--- src/rtl/mm_multitimer.sv ---
// Multi-channel RIOT-style interval timer: CH independent W-bit counters, each with
// a 1/8/64/1024 prescaler, one-shot or auto-reload mode, and a shared active-low IRQ.
module mm_multitimer #(
  parameter int CH = 2,
  parameter int W  = 8,
  parameter int AW = $clog2(CH) + 2
) (
  input  logic          CLK,
  input  logic          RES,
  input  logic          CS,
  input  logic          WE,
  input  logic [AW-1:0] A,
  input  logic [W-1:0]  D_IN,
  output logic [W-1:0]  D_OUT,
  output logic          IRQ_N,
  output logic [CH-1:0] EXPIRED
);

  typedef enum logic [1:0] {
    REG_COUNT  = 2'd0,
    REG_CTRL   = 2'd1,
    REG_STATUS = 2'd2,
    REG_RELOAD = 2'd3
  } reg_e;

  logic [AW-1:0]   chan;
  reg_e            rsel;
  logic            rd_en;
  logic [CH*W-1:0] rd_all;
  logic [CH-1:0]   irq_src;

  assign chan  = A >> 2;
  assign rsel  = reg_e'(A[1:0]);
  assign rd_en = CS & ~WE;

  for (genvar gi = 0; gi < CH; gi++) begin : g_ch
    logic [W-1:0] count;
    logic [W-1:0] reload;
    logic [W-1:0] rdata;
    logic [9:0]   pc;
    logic [9:0]   pc_top;
    logic [1:0]   ps;
    logic         ie, mode, run, flag, expd, pulse;
    logic         hit, wr_count, wr_ctrl, wr_status, wr_reload, rd_count;
    logic         tick, step_en, underflow;

    assign hit       = CS && (chan == AW'(gi));
    assign wr_count  = hit && WE && (rsel == REG_COUNT);
    assign wr_ctrl   = hit && WE && (rsel == REG_CTRL);
    assign wr_status = hit && WE && (rsel == REG_STATUS);
    assign wr_reload = hit && WE && (rsel == REG_RELOAD);
    assign rd_count  = hit && !WE && (rsel == REG_COUNT);

    always_comb begin
      pc_top = '0;
      case (ps)
        2'd0:    pc_top = 10'd0;
        2'd1:    pc_top = 10'd7;
        2'd2:    pc_top = 10'd63;
        default: pc_top = 10'd1023;
      endcase
    end

    // After a one-shot expiry the counter free-runs at the clock rate.
    assign tick      = run && (pc == '0);
    assign step_en   = run && (tick || expd);
    assign underflow = step_en && (count == '0);

    // Later assignments take priority: COUNT write beats underflow, underflow beats clears.
    always_ff @(posedge CLK or posedge RES) begin
      if (RES) begin
        count  <= '0;
        reload <= '0;
        pc     <= '0;
        ps     <= '0;
        ie     <= 1'b0;
        mode   <= 1'b0;
        run    <= 1'b0;
        flag   <= 1'b0;
        expd   <= 1'b0;
        pulse  <= 1'b0;
      end else begin
        pulse <= underflow;
        if (run) pc <= tick ? pc_top : pc - 10'd1;
        if ((wr_status && D_IN[0]) || (rd_count && !mode)) flag <= 1'b0;
        if (step_en) begin
          if (underflow) begin
            flag <= 1'b1;
            if (mode) begin
              count <= reload;
            end else begin
              count <= '1;
              expd  <= 1'b1;
            end
          end else begin
            count <= count - W'(1);
          end
        end
        if (wr_ctrl) begin
          ps   <= D_IN[1:0];
          ie   <= D_IN[2];
          mode <= D_IN[3];
          run  <= D_IN[4];
        end
        if (wr_reload) reload <= D_IN;
        if (wr_count) begin
          count  <= D_IN;
          reload <= D_IN;
          pc     <= pc_top;
          run    <= 1'b1;
          flag   <= 1'b0;
          expd   <= 1'b0;
          pulse  <= 1'b0;
        end
      end
    end

    always_comb begin
      rdata = '0;
      case (rsel)
        REG_COUNT:  rdata = count;
        REG_CTRL:   rdata = W'({run, mode, ie, ps});
        REG_STATUS: rdata = W'({expd, run, flag});
        REG_RELOAD: rdata = reload;
        default:    rdata = '0;
      endcase
    end

    assign rd_all[gi*W +: W] = (hit && rd_en) ? rdata : '0;
    assign irq_src[gi]       = flag & ie;
    assign EXPIRED[gi]       = pulse;
  end

  always_comb begin
    D_OUT = '0;
    for (int unsigned i = 0; i < CH; i++) D_OUT = D_OUT | rd_all[i*W +: W];
  end

  assign IRQ_N = ~|irq_src;

endmodule
--- config.mk ---
export PLATFORM = sky130hd
export DESIGN_NAME = mm_multitimer
export DESIGN_NICKNAME = d
export VERILOG_FILES = /design/src/rtl/mm_multitimer.sv
export SDC_FILE = /design/constraint.sdc
export NUM_CORES = 1
export LEC_CHECK = 0
export BUFFER_PORTS_ARGS = -buffer_cell sky130_fd_sc_hd__buf_4
export CORE_MARGIN = 2
export CORE_UTILIZATION = 35
export DETAILED_ROUTE_END_ITERATION = 8
export PLACE_DENSITY = 0.56
export SLEW_MARGIN = 20
export SYNTH_ARGS = -nofsm -noshare
export SYNTH_HDL_FRONTEND = slang
export SYNTH_SLANG_ARGS = --single-unit
--- constraint.sdc ---
create_clock -name CLK -period 3.98 [get_ports CLK]
set_input_delay 0.398 -clock CLK [delete_from_list [all_inputs] [get_ports CLK]]
set_output_delay 0.398 -clock CLK [all_outputs]
set_load 0.02 [all_outputs]
==> reports/metrics.cfg <==
[timing]
fmax_mhz = 426
setup_tns_ps = 0
final_period_minus_worst_setup_slack_ps = 2350
min_period_over_period = 0.590
drv_slew = 0
relSlewSlack = 0.352
worst_pin_slew_ps = 969
finalSetupViolations = 0
hold_viol_final = 0
fin_worst_skew_ps = 5.95
setup_repair_after_global_routing_missed_its_margin = no

[placed_design]
place.port_buffers = 25
placement.cell_area_sq_um = 4710
gpl.final_weighted_congestion = 0.864
hpwl_after_detailed_placement_um = 8810

[worst_setup_path]
worst-endpoint-required_ps = 4200
critical_path.startpoint_type = flip-flop
cp-end-kind = flip-flop
rrSetupSlack_ps = 1630
crit_type = reg2reg
data_arrival_time_of_the_critical_path_ps = 2570
crit_path_max_fanout = 8

[cts]
cts.sinks = 68
htreeDepth = 3
worst_case_clock_buffer_depth = 2
cts_setup_buffers = 0
cts_repair_resize_count = 0
tritoncts = built
cts.hold.buffers_added = 0
cts_inserted_buffers = 9
clk-insertion-delay-late_ps = 340
clock-root-buffer = sky130_fd_sc_hd__clkbuf_16
cts.clk_slew.worst_paths_ps = 60

[logic_synthesis]
main_combinational_cell_family_by_area_after_synthesis = compound AO/OA/AOI/OAI gates
synthesis.area_sq_um = 4390
post_synth_simple_gate_area = 0.209
postSynth.asyncResetShare = 1.00
synth_seq_area_share = 0.387
synth-edff-count = 0
postSynthAreaPerCell_sq_um = 9.43
synth.mux.area_fraction = 0.0985
synth-warning-count = 0
synth-compound-area-share = 0.225
synth_instances = 466
syn-num-nets = 489
yosys.area_share.xor_xnor = 0.00997
register_bit_total_from_synthesis = 68
synth-adder-area-share = 0.0228
post_synth_num_cell_types = 73
synth-main-ff-cell = sky130_fd_sc_hd__dfrtp_1

[drt]
vias = 3929
post-route-drc-count = 0
routed_wire_length_per_instance_um = 19.5
drt_pre_antenna_iters = 5
drt_iter0_markers = 290
routed_wirelength_um = 12700
drt.antenna.violating_nets = 0
routed_via_density = 6.03

[layout]
finalCoreUtilization = 0.412
layout.cell_area.non_filler_sq_um = 4990
multi_input_comb_area_sq_um = 2480
area.sequential_sq_um = 1700
syn2layout_area_growth_pct = 13.6
fillerInstances = 1235
antenna-diode-count = 0
mostFrequentLayoutCells = sky130_fd_sc_hd__dfrtp_1, sky130_fd_sc_hd__nor2_1, sky130_fd_sc_hd__buf_4
final_layout_size_suffix_gt1_frac = 0.188
nets = 502
final_common_cell = sky130_fd_sc_hd__dfrtp_1

[global_route]
first_global_vias = 3817
largest_net_degree_at_the_start_of_global_routing = 49
antenna_found_initial = 0
grt_first_pass_wirelength_um = 20700
groute.usage.overall = 0.201
grt_overflow_total = 0

[power]
power.leakage_nw = 2.02
pwr_density_cell_nw_per_um2 = 670
total_power_mw = 3.35
irDropWorstVdd_uv = 326

[floorplanning]
floorplan.initialDensity = 0.363
die_width_um = 116
num_rows = 40
chipHeight_um = 116
core_region_area_sq_um = 12100
number_of_top_level_design_ports = 26
area_of_the_die_sq_um = 13500

[status]
outcome = finished clean

[job]
max_cap_violations = 0

[hold_path]
worstHoldPathType = in2async

==> area by class of cell <==
type / instances / area share
Multi-Input combinational cell: 349 / 0.497
Sequential cell: 68 / 0.341
Timing Repair Buffer: 32 / 0.0481
Clock buffer: 10 / 0.0459
Tap cell: 168 / 0.0421
Inverter: 19 / 0.0145
Clock inverter: 6 / 0.0110
==> metrics by stage <==
| stage | setup slack, ps | hold slack (ps) | cells |
|---|---|---|---|
| 4_1_cts | 1670 | 325 | 652 |
| 5_1_grt | 1430 | 304 | 652 |
| 2_1_floorplan | 1680 | 473 | 466 |
| 6_report | 1630 | 227 | 652 |
| 3_3_place_gp | 1530 | 499 | 636 |
| 3_5_place_dp | 1520 | 518 | 636 |
==> kinds of logic (layout without fill, tap and decap cells) <==
group / count (synthesis) / count (layout)
and+or+nand+nor: 162 / 162
buffers and inverters: 49 / 67
DFF: 68 / 68
adders and majority gates: 8 / 8
muxes: 33 / 33
AOI/OAI and AO/OA: 141 / 141
xor gates and xnor gates: 5 / 5
==> critical path: stages (launching register included) <==
cell and delay [ps]:
sky130_fd_sc_hd__dfrtp_1 440, sky130_fd_sc_hd__or3_1 520, sky130_fd_sc_hd__nor4_2 680, sky130_fd_sc_hd__o21ai_0 210, sky130_fd_sc_hd__a311o_1 380
==> state kept, by name, summed over array words and instances, names as in the netlist <==
name / flops
g_ch.count: 16
g_ch.expd: 2
g_ch.flag: 2
g_ch.ie: 2
g_ch.mode: 2
g_ch.pc: 20
g_ch.ps: 4
g_ch.pulse: 2
g_ch.reload: 16
g_ch.run: 2
==> path summary, 6_finish.rpt <==
| check | start | endpoint | cells past startpoint |
|---|---|---|---|
| min reg2reg | g_ch[0].expd$_DFFE_PP0P_ | g_ch[0].expd$_DFFE_PP0P_ | 1 |
| min in group CLK | D_IN[6] | g_ch[1].reload[6]$_DFFE_PP0P_ | 2 |
| max reg2reg | g_ch[1].pc[2]$_DFFE_PP0P_ | g_ch[1].pc[8]$_DFFE_PP0P_ | 4 |
| max in group asynchronous | RES | g_ch[0].reload[2]$_DFFE_PP0P_ | 3 |
| min | RES | g_ch[1].pc[1]$_DFFE_PP0P_ | 2 |
| max | g_ch[1].pc[2]$_DFFE_PP0P_ | g_ch[1].pc[8]$_DFFE_PP0P_ | 4 |
==> cell usage after synthesis (all sizes together) (11+ instances only) <==
cell type | instances | area share
dfrtp | 68 | 0.39
nor2 | 35 | 0.030
nand2 | 30 | 0.026
a21oi | 29 | 0.033
clkbuf | 22 | 0.019
mux2 | 22 | 0.056
inv | 19 | 0.016
o21ai | 18 | 0.020
nand3 | 14 | 0.016
nor3 | 13 | 0.015
o22ai | 13 | 0.019
o211ai | 11 | 0.019
==> report_power, final <==
part | internal (mW) | leakage, nW | switching [mW] | total (mW)
logic | 0.585 | 1.04 | 0.637 | 1.22
registers | 0.949 | 0.834 | 0.389 | 1.34
clock network | 0.479 | 0.146 | 0.306 | 0.786
total | 2.01 | 2.02 | 1.33 | 3.35
==> per-layer routing <==
metal / GRT usage / wire length (um) / up-vias
li1: - / - / 1820
met1: 0.264 / 5600 / 1970
met2: 0.326 / 6180 / 121
met3: 0.0345 / 634 / 18
met4: 0.0873 / 295 / 0
met5: 0 / 0 / -
(Power assumes the default switching activity.)
